$ cat src/rtl/pc_sequencer.sv
// pc_sequencer: next-PC controller for the fetch stage.
// Owns the program counter, arbitrates trap / eret / branch / jump redirects,
// sequences instruction fetches over a req/ack handshake and inserts a fixed
// number of bubble cycles (with a one-cycle flush pulse) after every redirect.
module pc_sequencer #(
    parameter int unsigned       ADDR_W       = 16,
    parameter logic [ADDR_W-1:0] RESET_VECTOR = '0,
    parameter logic [ADDR_W-1:0] TRAP_VECTOR  = 'h0100,
    parameter int unsigned       FLUSH_CYCLES = 2
) (
    input  logic              clk,
    input  logic              rst,
    input  logic              stall,
    input  logic              trap,
    input  logic              do_eret,
    input  logic              do_branch,
    input  logic [ADDR_W-1:0] branch_address,
    input  logic              do_jump,
    input  logic [ADDR_W-1:0] jump_address,
    output logic              imem_req,
    output logic [ADDR_W-1:0] imem_addr,
    input  logic              imem_ack,
    output logic              fetch_valid,
    output logic [ADDR_W-1:0] fetch_pc,
    output logic              flush,
    output logic [ADDR_W-1:0] epc,
    output logic [ADDR_W-1:0] pc
);

    typedef enum logic [1:0] {
        BOOT  = 2'd0,
        FETCH = 2'd1,
        FLUSH = 2'd2
    } state_t;

    localparam logic [3:0] FLUSH_INIT = 4'(FLUSH_CYCLES);

    state_t            state, state_n;
    logic [3:0]        flush_cnt, flush_cnt_n;
    logic [ADDR_W-1:0] pc_n, epc_n, fetch_pc_n;
    logic              fetch_valid_n, flush_n;
    logic              redirect;
    logic [ADDR_W-1:0] target;

    assign imem_addr = pc;

    // Redirect arbitration: trap > eret > branch > jump; ignored while booting.
    always_comb begin
        redirect = (state != BOOT) && (trap || do_eret || do_branch || do_jump);
        if (trap)
            target = TRAP_VECTOR;
        else if (do_eret)
            target = epc;
        else if (do_branch)
            target = branch_address;
        else
            target = jump_address;
    end

    // Next-state and next-output logic for the fetch sequencer.
    always_comb begin
        state_n       = state;
        flush_cnt_n   = flush_cnt;
        pc_n          = pc;
        epc_n         = epc;
        fetch_pc_n    = fetch_pc;
        fetch_valid_n = 1'b0;
        flush_n       = 1'b0;
        imem_req      = (state == FETCH) && !stall;

        case (state)
            BOOT: begin
                state_n = FETCH;
            end
            FETCH, FLUSH: begin
                if (redirect) begin
                    // Redirect wins over stall and ack; an acked fetch this cycle is dropped.
                    if (trap)
                        epc_n = pc;
                    pc_n    = target;
                    flush_n = 1'b1;
                    if (FLUSH_CYCLES == 0) begin
                        state_n = FETCH;
                    end else begin
                        state_n     = FLUSH;
                        flush_cnt_n = FLUSH_INIT;
                    end
                end else if (state == FLUSH) begin
                    flush_cnt_n = flush_cnt - 4'd1;
                    if (flush_cnt <= 4'd1)
                        state_n = FETCH;
                end else if (imem_req && imem_ack) begin
                    fetch_valid_n = 1'b1;
                    fetch_pc_n    = pc;
                    pc_n          = pc + ADDR_W'(1);
                end
            end
            default: begin
                state_n = BOOT;
            end
        endcase
    end

    // State and output registers with asynchronous active-low reset.
    always_ff @(posedge clk or negedge rst) begin
        if (!rst) begin
            state       <= BOOT;
            flush_cnt   <= '0;
            pc          <= RESET_VECTOR;
            epc         <= '0;
            fetch_pc    <= '0;
            fetch_valid <= 1'b0;
            flush       <= 1'b0;
        end else begin
            state       <= state_n;
            flush_cnt   <= flush_cnt_n;
            pc          <= pc_n;
            epc         <= epc_n;
            fetch_pc    <= fetch_pc_n;
            fetch_valid <= fetch_valid_n;
            flush       <= flush_n;
        end
    end

endmodule

$ cat config.mk
export PLATFORM = sky130hd
export DESIGN_NAME = pc_sequencer
export DESIGN_NICKNAME = d
export VERILOG_FILES = /design/src/rtl/pc_sequencer.sv
export SDC_FILE = /design/constraint.sdc
export NUM_CORES = 1
export LEC_CHECK = 0
export CAP_MARGIN = 20
export CORE_MARGIN = 8
export CORE_UTILIZATION = 46
export DETAILED_ROUTE_END_ITERATION = 16
export PLACE_DENSITY = 0.8
export RECOVER_POWER = 100
export SLEW_MARGIN = 20
export SYNTH_ARGS = -nofsm -noshare
export SYNTH_HDL_FRONTEND = slang
export SYNTH_SLANG_ARGS = --single-unit
export TNS_END_PERCENT = 1
$ cat constraint.sdc
create_clock -name clk -period 2.6 [get_ports clk]
set_input_delay 0.65 -clock clk [delete_from_list [all_inputs] [get_ports clk]]
set_output_delay 0.65 -clock clk [all_outputs]
set_load 0.05 [all_outputs]
* After elaboration in Yosys (flattened, before gate mapping)
Index checks and enable logic that the tools add are counted.
** Word-level totals
- Register bits :: 56
- Output and inout bits :: 67
- Word-level logic and storage cells :: 52
** Operators by class
- Add/subtract/negate cells :: 2
- Magnitude comparators :: 1
- Equal/unequal tests :: 5
- Multiplexer cells :: 18
- Bitwise operators :: 2
- Reductions and logical operators :: 17
** Operators by type and width (number)
- two-way mux 16 bit :: 6
- adder 16 x 1 -> 16 bit, second input constant :: 1
- two-way mux 4 bit :: 2
- two-way mux 1 bit :: 6
- two-way mux 2 bit :: 3
- != test 3 bit, second input constant :: 2
- AND reduction 3 bit :: 2
- nonzero test 2 bit :: 3
- less-or-equal comparator 4 x 1 -> 1 bit, second input constant :: 1
- one-hot mux 2 bit (2 select lines) :: 1
- AND reduction 2 bit :: 2
- AND reduction 4 bit :: 1
- subtractor 4 x 1 -> 4 bit, second input constant :: 1
- logical AND 1 bit :: 3
- logical OR 1 bit :: 3
- == test 2 x 1 -> 1 bit, second input constant :: 1
- == test 2 bit, second input constant :: 1
- zero test 2 bit :: 1
- != test 2 bit, second input constant :: 1
- NOT 1 bit :: 2
- OR reduction 2 bit :: 1
- zero test 1 bit :: 1

* Longest topological paths before layout
Gate-level depths: netlist of the first run.
- Word-level depth :: 7
- Gate-level depth with buffers :: 8

* Worst setup path before layout of the first run
Ideal clock, no wire load.
- Path kind :: input to register
- From :: input port stall
- To :: register pc[14], in the netlist imem_addr[14]
- Arrival :: 2.427 ns
- Setup slack :: 0.049 ns
- Stages :: 5
- Cell sequence :: nor2b_1 -> and4b_1 -> clkbuf_1 -> a31oi_1 -> a211o_1
** Between the ends
- Word-level cells in the longest chain between the ends :: 5
** RTL lines
- start, declared :: line 13 : input logic stall,
- zero test 1 bit :: line 69 : imem_req = (state == FETCH) && !stall;
- logical AND 1 bit :: line 69
- logical AND 1 bit :: line 92 : end else if (imem_req && imem_ack) begin
- nonzero test 2 bit (no line)
- AND reduction 3 bit (no line)
- end signal, assigned :: line 117 : pc <= pc_n;
- end, declared :: line 27 : output logic [ADDR_W-1:0] pc
Every way passes these cells.
A chain may end at the register's enable or synchronous reset.

* Worst setup path after layout of the first run
- From :: input port do_branch
- To :: register fetch_pc[12]
** Between the ends
- Word-level cells in the longest chain between the ends :: 5
** RTL lines
- start, declared :: line 16 : input logic do_branch,
- logical OR 1 bit (2 in series) :: line 49 : redirect = (state != BOOT) && (trap || do_eret || do_branch || do_jump);
- logical AND 1 bit :: line 49
- NOT 1 bit (no line)
- AND reduction 4 bit (no line)
- end signal, assigned :: line 119 : fetch_pc <= fetch_pc_n;
- end, declared :: line 24 : output logic [ADDR_W-1:0] fetch_pc,
Every way passes these cells.

==> metrics.txt, run 1 <==
# TYPE chip_impl_metric gauge
chip_impl_metric{name="drt-initial-drc-count",unit=""} 237
chip_impl_metric{name="place_hpwl",unit="mm"} 7.09
chip_impl_metric{name="grt_overall_usage",unit=""} 0.189
chip_impl_metric{name="area.growth.synth_to_final",unit="%"} 36.1
chip_impl_metric{name="slowest_cell_delay_on_critical_path",unit="ns"} 0.62
chip_impl_metric{name="seq_area_frac_synth",unit=""} 0.431
chip_impl_metric{name="buffer_ports.inserted",unit=""} 106
chip_impl_info{name="yosys-top-cells-area",value="sky130_fd_sc_hd__dfrtp_1 (43%), sky130_fd_sc_hd__mux2_2 (8.0%), sky130_fd_sc_hd__mux2i_1 (5.5%)"} 1
chip_impl_metric{name="dr_total_vias",unit=""} 2878
chip_impl_info{name="timing.critical_path.cells",value="clkdlybuf4s50_1 -> or4_4 -> nand2_1 -> nand2_2 -> mux2_1"} 1
chip_impl_metric{name="first_global_vias",unit=""} 2951
chip_impl_metric{name="swShare",unit=""} 0.531
chip_impl_metric{name="die_w",unit="um"} 100
chip_impl_metric{name="finish.instance_area",unit="um2"} 4430
chip_impl_metric{name="comb_power_share",unit=""} 0.620
chip_impl_metric{name="drtPass1Iterations",unit=""} 5
chip_impl_info{name="critPathTopFamily",value="simple AND/OR/NAND/NOR gates"} 1
chip_impl_metric{name="crit_buf_inv",unit=""} 1
chip_impl_metric{name="hold_slack",unit="ns"} 0.501
chip_impl_metric{name="post_syn_nets",unit=""} 362
chip_impl_metric{name="finalCoreUtilization",unit=""} 0.648
chip_impl_metric{name="share_of_async_settable_or_async_resettable_flops_after_synthesis",unit=""} 1.00
chip_impl_info{name="most-common-layout-cells",value="sky130_fd_sc_hd__dlygate4sd3_1 (66), sky130_fd_sc_hd__dfrtp_1 (56), sky130_fd_sc_hd__clkdlybuf4s50_1 (38), sky130_fd_sc_hd__nand2_1 (29), sky130_fd_sc_hd__o21ai_0 (25)"} 1
chip_impl_info{name="synth_top_flop_cell",value="sky130_fd_sc_hd__dfrtp_1"} 1
chip_impl_metric{name="die_h",unit="um"} 100
chip_impl_metric{name="insertion_delay",unit="ns"} 0.31
chip_impl_metric{name="post_synth_inst_count",unit=""} 315
chip_impl_metric{name="arrival_time_at_the_worst_endpoint",unit="ns"} 2.64
chip_impl_metric{name="global_route.overflow_total",unit=""} 0
chip_impl_metric{name="syn_area",unit="um2"} 3250
chip_impl_metric{name="cts.path.max_buffers",unit=""} 2
chip_impl_metric{name="final.setup_skew",unit="ns"} 0.0138
chip_impl_metric{name="detail_route.drc_violations",unit=""} 0
chip_impl_metric{name="max_slew.worst_pin.slew",unit="ns"} 1.39
chip_impl_metric{name="power.clock.fraction",unit=""} 0.106
chip_impl_metric{name="initial_core_util",unit=""} 0.476
chip_impl_metric{name="clk_pin_slew",unit="ns"} 0.10
chip_impl_metric{name="synth.ff_latch_count",unit=""} 56
chip_impl_metric{name="detailed_place.area",unit="um2"} 4380
chip_impl_metric{name="core_region_area",unit="um2"} 6830
chip_impl_metric{name="maxCapViolations",unit=""} 0
chip_impl_metric{name="slew_violations",unit=""} 0
chip_impl_metric{name="design.final.nets",unit=""} 462
chip_impl_metric{name="total_power",unit="mW"} 5.67
chip_impl_info{name="synth_top_cell_by_area",value="sky130_fd_sc_hd__dfrtp_1"} 1
chip_impl_info{name="rsz0062_at_grt",value="no"} 1
chip_impl_metric{name="clock-sinks",unit=""} 56
chip_impl_info{name="timing.critical_path.slowest_stage_cell",value="sky130_fd_sc_hd__or4_4"} 1
chip_impl_metric{name="detail_route.wl_per_cell",unit="um"} 18.3
chip_impl_metric{name="antennaDiodeCount",unit=""} 0
chip_impl_metric{name="grt_pass1_wl",unit="mm"} 15.4
chip_impl_info{name="min-delay-path-class",value="reg -> reg"} 1
chip_impl_metric{name="die_area",unit="um2"} 10000
chip_impl_metric{name="drt_wl_total",unit="mm"} 9.36
chip_impl_metric{name="finalSetupViolations",unit=""} 0
chip_impl_metric{name="distinct_cell_type_count_after_synthesis",unit=""} 49
chip_impl_info{name="layout.cells.most_common",value="sky130_fd_sc_hd__dlygate4sd3_1"} 1
chip_impl_metric{name="worst-path-max-fanout",unit=""} 17
chip_impl_metric{name="cts_htree_levels",unit=""} 2
chip_impl_info{name="cts.root.buffer_cell",value="sky130_fd_sc_hd__clkbuf_8"} 1
chip_impl_metric{name="grt_max_degree",unit=""} 57
chip_impl_metric{name="worst-endpoint-required",unit="ns"} 2.80
chip_impl_metric{name="fillers",unit=""} 599
chip_impl_metric{name="final.period_utilization",unit=""} 0.939
chip_impl_metric{name="leakage",unit="nW"} 2.02
chip_impl_info{name="timing.setup.critical_path_class",value="in -> reg"} 1
chip_impl_metric{name="synth_top_cell_area_share",unit=""} 0.431
chip_impl_metric{name="ant_nets",unit=""} 0
chip_impl_metric{name="power_density",unit="nW/um2"} 1280
chip_impl_metric{name="place.gp.congestion",unit=""} 0.905
chip_impl_metric{name="cts_hold_repair.buffers",unit=""} 0
chip_impl_metric{name="power.internal",unit="mW"} 2.66
chip_impl_metric{name="synthesis.area_per_instance",unit="um2"} 10.3
chip_impl_metric{name="switching_power",unit="mW"} 3.01
chip_impl_info{name="status",value="complete, no violations"} 1
chip_impl_metric{name="highest_ir_drop_seen_on_vdd",unit="mV"} 0.651
chip_impl_metric{name="ys_warn_count",unit=""} 0
chip_impl_info{name="critPathCaptureType",value="flop"} 1
chip_impl_metric{name="maxSlewHeadroom",unit=""} 0.0751
chip_impl_info{name="startpoint_type",value="input pin"} 1
chip_impl_metric{name="synth-edff-count",unit=""} 0
chip_impl_metric{name="std_cell_rows",unit=""} 30
chip_impl_metric{name="sequential_power_share",unit=""} 0.275
chip_impl_metric{name="io-pin-count",unit=""} 107
chip_impl_metric{name="finalHoldViolCount",unit=""} 0
chip_impl_metric{name="via_per_inst",unit=""} 5.62
chip_impl_metric{name="drive_gt1_frac",unit=""} 0.132
chip_impl_metric{name="layout_min_cycle_time",unit="ns"} 2.44
chip_impl_metric{name="cts-resized-gates",unit=""} 0
chip_impl_metric{name="cts-buffers-inserted",unit=""} 5
chip_impl_metric{name="fmax",unit="MHz"} 410
chip_impl_info{name="cts_tree",value="done"} 1
chip_impl_metric{name="post_cts.repair.setup_buffers",unit=""} 0
chip_impl_metric{name="antenna_found_initial",unit=""} 0
final cells by class:
type                            count  area (um2)  area share
Multi-Input combinational cell    211        1530       0.346
Tap cell                           96         120      0.0271
Inverter                           16        62.6      0.0141
Sequential cell                    56        1400       0.317
Clock inverter                      2        38.8     0.00876
Clock buffer                        6        82.6      0.0187
Timing Repair Buffer              125        1190       0.269
per-stage QoR:
| step | cells | setup slack (ns) | setup TNS [ns] |
|---|---|---|---|
| finish | 512 | 0.159 | 0 |
| global route | 512 | 0.117 | 0 |
| CTS | 512 | 0.206 | 0 |
| detailed placement | 504 | -0.0346 | -0.0346 |
| global placement | 504 | 0.0352 | 0 |
| floorplan | 315 | 0.0493 | 0 |
Yosys cell counts (all sizes together) (3+ instances only):
cell and count:
a32oi 6, o2bb2ai 9, nor2 13, buf 24
o21a 3, clkbuf 8, nor3 11, nor4 3
nand3 5, dfrtp 56, or4 3, a22oi 6
ha 7, mux2 28, a21oi 3, mux2i 18
nand2 31, nand4 5, inv 16, o21ai 25
o22ai 8, o22a 3
registers in the layout, summed over array words and instances (netlist names):
signal,cells
fetch_valid,1
imem_addr,16
epc,16
fetch_pc,16
flush_cnt,4
flush,1
state,2
power by group through the flow:
stage / logic [mW] / registers, mW / clock network [mW]
after CTS: 3.75 / 1.58 / 0.612
final: 3.51 / 1.56 / 0.600
after detailed placement: 3.74 / 1.59 / 0
after global placement: 3.68 / 1.58 / 0
after global routing: 3.70 / 1.62 / 0.651
after floorplan: 1.60 / 2.55 / 0
path summary, 6_finish.rpt:
kind                            slack (ns)       endpoint         start  depth (start not counted)
worst max-delay path                  0.16   fetch_pc[12]     do_branch                          5
worst min-delay path                  0.50   fetch_pc[11]  fetch_pc[11]                          1
worst max register to register        0.32   fetch_pc[12]      state[0]                          5
worst min register to register        0.50   fetch_pc[11]  fetch_pc[11]                          1
max in group asynchronous             1.03  imem_addr[14]           rst                          2
min in group asynchronous             0.73    fetch_valid           rst                          2
layer usage:
layer,wire length (um),share of wire,global-route usage
met5,0,0,0
met4,208,0.022,0.0570
met3,823,0.088,0.0519
met2,4490,0.48,0.312
met1,3840,0.41,0.235
worst reg2reg max path, cell delays in order, from the launching register on:
cell and delay [ns]:
sky130_fd_sc_hd__dfrtp_1 0.39, sky130_fd_sc_hd__inv_1 0.09, sky130_fd_sc_hd__ha_1 0.48, sky130_fd_sc_hd__and4b_1 0.40, sky130_fd_sc_hd__nand2_2 0.37, sky130_fd_sc_hd__mux2_1 0.44
logic make-up (layout without fill, tap and decap cells):
logic type               Yosys count  count (layout)  share of synthesized area
buffers and inverters             48             149                     0.0858
AO/OA/AOI/OAI                     78              78                      0.167
multiplexers                      46              46                      0.158
flip-flops                        56              56                      0.431
adder cells (fa/ha/maj)            7               7                     0.0269
AND/OR/NAND/NOR                   80              80                      0.131
Power figures use the tool's default switching activity.
==> inputs of run 2 (changes only) <==
ABC_AREA = 1   (was default)
PLACE_DENSITY = 0.81   (was 0.8)
RECOVER_POWER = 25   (was 100)
==> run 2 against run 1 <==
Against the previous run: fmax up 2.7%; cell count is 18% higher; non-clock buffer count down 7; clock skew down 0.0079 ns; register-to-register slack better by 0.26 ns; wire length rose by 0.58%; clock power rose by 0.7%; setup slack gained 0.065 ns; synthesized cell count increased by 37%.
==> metrics.txt, run 2 <==
# TYPE chip_impl_metric gauge
chip_impl_metric{name="clk_pin_slew",unit="ns"} 0.10
chip_impl_metric{name="global_route.overflow_total",unit=""} 0
chip_impl_metric{name="grt_overall_usage",unit=""} 0.190
chip_impl_metric{name="met1_usage",unit=""} 0.231
chip_impl_metric{name="synth_top_cell_area_share",unit=""} 0.439
chip_impl_metric{name="synth_simple_gate_area_share",unit=""} 0.278
chip_impl_metric{name="power_density",unit="nW/um2"} 1510
chip_impl_metric{name="std_cell_rows",unit=""} 30
chip_impl_metric{name="synth_compound_area_frac",unit=""} 0.136
chip_impl_metric{name="cts-buffers-inserted",unit=""} 5
chip_impl_metric{name="total_power",unit="mW"} 6.55
chip_impl_metric{name="die_area",unit="um2"} 9870
chip_impl_metric{name="post_cts.repair.setup_buffers",unit=""} 0
chip_impl_metric{name="die_h",unit="um"} 99.3
chip_impl_metric{name="synth-edff-count",unit=""} 0
chip_impl_metric{name="setup_total_negative_slack",unit="ns"} 0
chip_impl_metric{name="synthesis.area_per_instance",unit="um2"} 7.38
chip_impl_metric{name="drt_wl_total",unit="mm"} 9.41
chip_impl_metric{name="place_hpwl",unit="mm"} 7.31
chip_impl_metric{name="fillers",unit=""} 583
chip_impl_metric{name="area.growth.synth_to_final",unit="%"} 35.6
chip_impl_info{name="most-common-layout-cells",value="sky130_fd_sc_hd__nand2_1 (121), sky130_fd_sc_hd__clkdlybuf4s50_1 (104), sky130_fd_sc_hd__dfrtp_1 (56), sky130_fd_sc_hd__nor2_1 (54), sky130_fd_sc_hd__o21ai_0 (45)"} 1
chip_impl_metric{name="buffer_ports.inserted",unit=""} 106
chip_impl_metric{name="post_syn_nets",unit=""} 480
chip_impl_metric{name="crit_buf_inv",unit=""} 1
chip_impl_info{name="yosys-top-cells-count",value="sky130_fd_sc_hd__nand2_1 (121), sky130_fd_sc_hd__dfrtp_1 (56), sky130_fd_sc_hd__nor2_1 (54), sky130_fd_sc_hd__o21ai_0 (45), sky130_fd_sc_hd__inv_1 (36)"} 1
chip_impl_metric{name="cts_htree_levels",unit=""} 2
chip_impl_metric{name="via_per_inst",unit=""} 5.29
chip_impl_metric{name="cts.path.max_buffers",unit=""} 2
chip_impl_metric{name="slew_violations",unit=""} 0
chip_impl_metric{name="fmax",unit="MHz"} 421
chip_impl_info{name="timing.setup.critical_path_class",value="reg -> out"} 1
chip_impl_metric{name="ant_nets",unit=""} 0
chip_impl_metric{name="distinct_cell_type_count_after_synthesis",unit=""} 26
chip_impl_metric{name="clock-sinks",unit=""} 56
chip_impl_metric{name="drtPass1Iterations",unit=""} 5
chip_impl_info{name="combinational_family_with_the_most_area_after_synthesis",value="simple AND/OR/NAND/NOR gates"} 1
chip_impl_metric{name="detail_route.drc_violations",unit=""} 0
chip_impl_metric{name="detailed_place.area",unit="um2"} 4220
chip_impl_metric{name="final.period_utilization",unit=""} 0.914
chip_impl_metric{name="leakage",unit="nW"} 1.99
chip_impl_info{name="cts.root.buffer_cell",value="sky130_fd_sc_hd__clkbuf_8"} 1
chip_impl_metric{name="grt_max_degree",unit=""} 33
chip_impl_metric{name="synth.ff_latch_count",unit=""} 56
chip_impl_info{name="timing.critical_path.cells",value="clkdlybuf4s50_1"} 1
chip_impl_metric{name="detail_route.wl_per_cell",unit="um"} 15.5
chip_impl_metric{name="first_global_vias",unit=""} 3236
chip_impl_info{name="layout.cells.most_common",value="sky130_fd_sc_hd__nand2_1"} 1
chip_impl_metric{name="finish.instance_area",unit="um2"} 4330
chip_impl_metric{name="finalSetupViolations",unit=""} 0
chip_impl_metric{name="antennaDiodeCount",unit=""} 0
chip_impl_metric{name="layout.cells.non_filler",unit=""} 606
chip_impl_metric{name="max_slew.worst_pin.slew",unit="ns"} 1.39
chip_impl_metric{name="post_synth_inst_count",unit=""} 433
chip_impl_info{name="yosys-top-cells-area",value="sky130_fd_sc_hd__dfrtp_1 (44%), sky130_fd_sc_hd__nand2_1 (14%), sky130_fd_sc_hd__o21ai_0 (7.1%)"} 1
chip_impl_metric{name="syn_area",unit="um2"} 3190
chip_impl_metric{name="finalHoldViolCount",unit=""} 0
chip_impl_info{name="gr-max-usage-layer",value="met2"} 1
chip_impl_metric{name="postLayoutSetupSlackWorst",unit="ns"} 0.223
chip_impl_metric{name="maxCapViolations",unit=""} 0
chip_impl_metric{name="regArea",unit="um2"} 1400
chip_impl_metric{name="place.gp.congestion",unit=""} 0.876
chip_impl_metric{name="highest_ir_drop_seen_on_vdd",unit="mV"} 0.898
chip_impl_info{name="synth_top_flop_cell",value="sky130_fd_sc_hd__dfrtp_1"} 1
chip_impl_metric{name="multiInputGateArea",unit="um2"} 1420
chip_impl_metric{name="die_w",unit="um"} 99.3
chip_impl_metric{name="place_worst_setup_slack",unit="ns"} 0.267
chip_impl_info{name="timing.critical_path.slowest_stage_cell",value="sky130_fd_sc_hd__clkdlybuf4s50_1"} 1
chip_impl_metric{name="arrival_time_at_the_worst_endpoint",unit="ns"} 1.73
chip_impl_metric{name="post_synth_fa_ha_maj_area_fraction",unit=""} 0.0274
chip_impl_metric{name="design.final.nets",unit=""} 572
chip_impl_info{name="status",value="complete, no violations"} 1
chip_impl_info{name="synth_top_cell_by_area",value="sky130_fd_sc_hd__dfrtp_1"} 1
chip_impl_metric{name="hold_slack",unit="ns"} 0.494
chip_impl_info{name="synth.most_common_cell",value="sky130_fd_sc_hd__nand2_1"} 1
chip_impl_metric{name="synth_xor_area_frac",unit=""} 0.00274
chip_impl_metric{name="finalCoreUtilization",unit=""} 0.641
chip_impl_metric{name="slowest_cell_delay_on_critical_path",unit="ns"} 0.88
chip_impl_metric{name="initial_core_util",unit=""} 0.473
chip_impl_metric{name="worst-path-max-fanout",unit=""} 10
chip_impl_metric{name="dr_total_vias",unit=""} 3206
chip_impl_metric{name="insertion_delay",unit="ns"} 0.31
chip_impl_metric{name="final.setup_skew",unit="ns"} 0.00588
chip_impl_metric{name="use_met2",unit=""} 0.319
chip_impl_info{name="min-delay-path-class",value="reg -> reg"} 1
chip_impl_info{name="cts_tree",value="done"} 1
chip_impl_metric{name="core_region_area",unit="um2"} 6760
chip_impl_info{name="critPathCaptureType",value="output pin"} 1
chip_impl_info{name="startpoint_type",value="flop"} 1
chip_impl_metric{name="drive_gt1_frac",unit=""} 0.0494
chip_impl_metric{name="antenna_found_initial",unit=""} 0
chip_impl_metric{name="seq_area_frac_synth",unit=""} 0.439
chip_impl_metric{name="io-pin-count",unit=""} 107
chip_impl_metric{name="maxSlewHeadroom",unit=""} 0.0746
chip_impl_metric{name="regToRegSetupSlack",unit="ns"} 0.58
chip_impl_info{name="rsz0062_at_grt",value="no"} 1
chip_impl_metric{name="synth.area.mux_share",unit=""} 0
chip_impl_metric{name="ys_warn_count",unit=""} 0
chip_impl_metric{name="worst-endpoint-required",unit="ns"} 1.95
chip_impl_metric{name="grt_pass1_wl",unit="mm"} 15.4
chip_impl_metric{name="cts-resized-gates",unit=""} 0
chip_impl_metric{name="cts_hold_repair.buffers",unit=""} 0
chip_impl_metric{name="drt-initial-drc-count",unit=""} 195
chip_impl_metric{name="share_of_async_settable_or_async_resettable_flops_after_synthesis",unit=""} 1.00
chip_impl_metric{name="layout_min_cycle_time",unit="ns"} 2.38
chip_impl_metric{name="globalRouteMet3Util",unit=""} 0.0559
chip_impl_metric{name="numPlacedInstances",unit=""} 598
chip_impl_info{name="critPathTopFamily",value="buffers and inverters"} 1
## run 2: cells by family (layout without fill, tap and decap cells)
family | after synthesis | count (layout)
simple gates | 215 | 215
compound gates | 84 | 84
buf+inv | 70 | 163
flops | 56 | 56
fa+ha+maj | 7 | 7
xor+xnor | 1 | 1
## run 2: path summary, 6_finish.rpt
path,from,to,depth (start not counted)
max,imem_addr[2],imem_addr[2],1
max in group asynchronous,rst,imem_addr[13],2
min reg2reg,fetch_pc[13],fetch_pc[13],2
min,fetch_pc[13],fetch_pc[13],2
min in group asynchronous,rst,imem_addr[8],1
max reg2reg,state[0],imem_addr[9],9
## run 2: routing by layer
metal  share of wire  vias to the layer above
met5               0                        -
met4           0.016                        0
met3           0.095                       12
met2            0.46                      145
met1            0.43                     1491
li1                -                     1558
## run 2: area by class of cell
cell class              count  share of cell area
clock buffers               6              0.0191
repair buffers            118               0.265
clock inverters             2             0.00896
inverters                  37              0.0321
well taps                  80              0.0231
multi-input cells         307               0.328
flip-flops and latches     56               0.324
## run 2: where the power goes
part	switching, mW	leakage [nW]	internal [mW]
clock network	0.289	0.0614	0.315
logic	2.91	1.23	1.36
registers	0.415	0.705	1.26
total	3.61	1.99	2.94
==> inputs of run 3 (changes only) <==
CAP_MARGIN = default   (was 20)
REMOVE_ABC_BUFFERS = 1   (was default)
==> run 3 against run 2 <==
Against the previous run: via count fell by 0.12%; critical path depth did not move; fmax barely moved; largest cell class unchanged; clock power rose by 2%; cell count rose by 0.66%; sequential share of layout area fell by 0.31 points; first-iteration DRC count rose by 25%; combinational power rose by 1%.
==> metrics.txt, run 3 (synthesis results as in run 2) <==
# TYPE chip_impl_metric gauge
chip_impl_info{name="status",value="complete, no violations"} 1
chip_impl_info{name="startpoint",value="imem_addr[2]"} 1
chip_impl_metric{name="fmax",unit="MHz"} 421
chip_impl_metric{name="die_area",unit="um2"} 9870
chip_impl_metric{name="clk_pin_slew",unit="ns"} 0.10
chip_impl_info{name="critPathCaptureType",value="output pin"} 1
chip_impl_metric{name="place_hpwl",unit="mm"} 7.22
chip_impl_metric{name="grt_overall_usage",unit=""} 0.196
chip_impl_metric{name="setup_total_negative_slack",unit="ns"} 0
chip_impl_metric{name="final.setup_skew",unit="ns"} 0.00863
chip_impl_metric{name="cts.path.max_buffers",unit=""} 2
chip_impl_info{name="timing.setup.critical_path_class",value="reg -> out"} 1
chip_impl_metric{name="drive_gt1_frac",unit=""} 0.0623
chip_impl_metric{name="slew_violations",unit=""} 0
chip_impl_metric{name="power_density",unit="nW/um2"} 1510
chip_impl_metric{name="regToRegSetupSlack",unit="ns"} 0.55
chip_impl_metric{name="detail_route.drc_violations",unit=""} 0
chip_impl_metric{name="cts-resized-gates",unit=""} 0
chip_impl_info{name="rr_startpoint",value="state[1]"} 1
chip_impl_info{name="cp-endpoint",value="imem_addr[2]"} 1
chip_impl_metric{name="leakage",unit="nW"} 2.02
chip_impl_metric{name="slowest_cell_delay_on_critical_path",unit="ns"} 0.87
chip_impl_metric{name="cts_hold_repair.buffers",unit=""} 0
chip_impl_metric{name="hold_path_depth",unit=""} 2
chip_impl_metric{name="initial_core_util",unit=""} 0.473
chip_impl_info{name="rsz0062_at_grt",value="no"} 1
chip_impl_info{name="most-common-layout-cells",value="sky130_fd_sc_hd__nand2_1 (121), sky130_fd_sc_hd__clkdlybuf4s50_1 (104), sky130_fd_sc_hd__dfrtp_1 (56), sky130_fd_sc_hd__nor2_1 (54), sky130_fd_sc_hd__o21ai_0 (45)"} 1
chip_impl_metric{name="finalHoldViolCount",unit=""} 0
chip_impl_metric{name="core_region_area",unit="um2"} 6760
chip_impl_metric{name="fillers",unit=""} 596
chip_impl_metric{name="multiInputGateArea",unit="um2"} 1420
chip_impl_metric{name="post_cts.repair.setup_buffers",unit=""} 0
chip_impl_metric{name="arrival_time_at_the_worst_endpoint",unit="ns"} 1.73
chip_impl_info{name="critPathTopFamily",value="buffers and inverters"} 1
chip_impl_metric{name="cts_htree_levels",unit=""} 2
chip_impl_metric{name="cts-buffers-inserted",unit=""} 5
chip_impl_metric{name="layout_min_cycle_time",unit="ns"} 2.38
chip_impl_metric{name="maxSlewHeadroom",unit=""} 0.0866
chip_impl_metric{name="maxCapViolations",unit=""} 0
chip_impl_metric{name="drt-initial-drc-count",unit=""} 243
chip_impl_metric{name="dr_total_vias",unit=""} 3202
chip_impl_metric{name="first_global_vias",unit=""} 3200
chip_impl_metric{name="antennaDiodeCount",unit=""} 0
chip_impl_metric{name="area.growth.synth_to_final",unit="%"} 36.9
chip_impl_info{name="startpoint_type",value="flop"} 1
chip_impl_metric{name="crit_buf_inv",unit=""} 1
chip_impl_metric{name="std_cell_rows",unit=""} 30
chip_impl_info{name="cts.root.buffer_cell",value="sky130_fd_sc_hd__clkbuf_8"} 1
chip_impl_metric{name="die_h",unit="um"} 99.3
chip_impl_metric{name="global_route.overflow_total",unit=""} 0
chip_impl_metric{name="die_w",unit="um"} 99.3
chip_impl_metric{name="total_power",unit="mW"} 6.61
chip_impl_info{name="layout.cells.most_common",value="sky130_fd_sc_hd__nand2_1"} 1
chip_impl_metric{name="highest_ir_drop_seen_on_vdd",unit="mV"} 0.876
chip_impl_metric{name="critical_path_cell_count",unit=""} 1
chip_impl_metric{name="regArea",unit="um2"} 1400
chip_impl_metric{name="via_per_inst",unit=""} 5.25
chip_impl_metric{name="buffer_ports.inserted",unit=""} 106
chip_impl_metric{name="worst-endpoint-required",unit="ns"} 1.95
chip_impl_metric{name="max_slew.worst_pin.slew",unit="ns"} 1.37
chip_impl_metric{name="antenna_found_initial",unit=""} 0
chip_impl_metric{name="ant_nets",unit=""} 0
chip_impl_metric{name="drtPass1Iterations",unit=""} 5
chip_impl_info{name="crit-reg2reg-capture",value="imem_addr[15]"} 1
chip_impl_info{name="timing.critical_path.slowest_stage_cell",value="sky130_fd_sc_hd__clkdlybuf4s50_1"} 1
chip_impl_metric{name="clock-sinks",unit=""} 56
chip_impl_info{name="min-delay-path-class",value="reg -> reg"} 1
chip_impl_info{name="hold_path_start",value="fetch_pc[3]"} 1
chip_impl_metric{name="insertion_delay",unit="ns"} 0.31
chip_impl_metric{name="design.final.nets",unit=""} 576
chip_impl_metric{name="drt_wl_total",unit="mm"} 9.60
chip_impl_metric{name="grt_max_degree",unit=""} 57
chip_impl_metric{name="grt_pass1_wl",unit="mm"} 15.8
chip_impl_info{name="timing.critical_path.cells",value="clkdlybuf4s50_1"} 1
chip_impl_metric{name="final.period_utilization",unit=""} 0.914
chip_impl_metric{name="place.gp.congestion",unit=""} 0.919
chip_impl_metric{name="worst-path-max-fanout",unit=""} 10
chip_impl_metric{name="detail_route.wl_per_cell",unit="um"} 15.7
chip_impl_metric{name="finalSetupViolations",unit=""} 0
chip_impl_metric{name="io-pin-count",unit=""} 107
chip_impl_metric{name="worst-r2r-cell-count",unit=""} 9
chip_impl_info{name="cts_tree",value="done"} 1
## run 3: cell types whose count changed in the layout (fill, tap and decap cells not counted)
cell                       delta
sky130_fd_sc_hd__clkbuf_2     +1
sky130_fd_sc_hd__clkbuf_8     +1
sky130_fd_sc_hd__buf_4        +5
sky130_fd_sc_hd__buf_2        +1
sky130_fd_sc_hd__clkbuf_1     -3
sky130_fd_sc_hd__clkinv_4     -1
## run 3: worst min-delay path by stage
stage / to / slack [ns]
final: fetch_pc[3] / 0.50
after floorplan: epc[0] / 0.35
after detailed placement: fetch_pc[11] / 0.48
after CTS: epc[2] / 0.49
after global routing: fetch_pc[0] / 0.54
after global placement: fetch_pc[12] / 0.47
## run 3: through the flow
| stage | utilization | setup slack, ns | hold slack (ns) | cells | area (um2) |
|---|---|---|---|---|---|
| detailed placement | 0.629 | 0.259 | 0.479 | 602 | 4250 |
| CTS | 0.647 | 0.229 | 0.494 | 610 | 4370 |
| floorplan | - | 0.474 | 0.354 | 400 | 2960 |
| global placement | 0.629 | 0.375 | 0.469 | 602 | 4250 |
| global route | 0.647 | 0.168 | 0.539 | 610 | 4370 |
| finish | 0.647 | 0.223 | 0.498 | 610 | 4370 |
## run 3: final cells by class
type | count | area share
Inverter | 37 | 0.0318
Multi-Input combinational cell | 307 | 0.325
Timing Repair Buffer | 122 | 0.271
Tap cell | 80 | 0.0229
Clock buffer | 7 | 0.0220
Clock inverter | 1 | 0.00687
Sequential cell | 56 | 0.321
## run 3: metal layers
layer | share of wire | global-route usage | routed length, um | up-vias
li1 | - | - | - | 1567
met1 | 0.43 | 0.247 | 4130 | 1482
met2 | 0.47 | 0.317 | 4530 | 139
met3 | 0.082 | 0.0440 | 785 | 14
met4 | 0.016 | 0.0803 | 156 | 0
met5 | 0 | 0 | 0 | -
## run 3: power breakdown
| group | total [mW] | leakage [nW] | switching (mW) | internal [mW] |
|---|---|---|---|---|
| sequential | 1.68 | 0.705 | 0.415 | 1.26 |
| combinational | 4.32 | 1.25 | 2.93 | 1.39 |
| clock | 0.618 | 0.0645 | 0.277 | 0.340 |
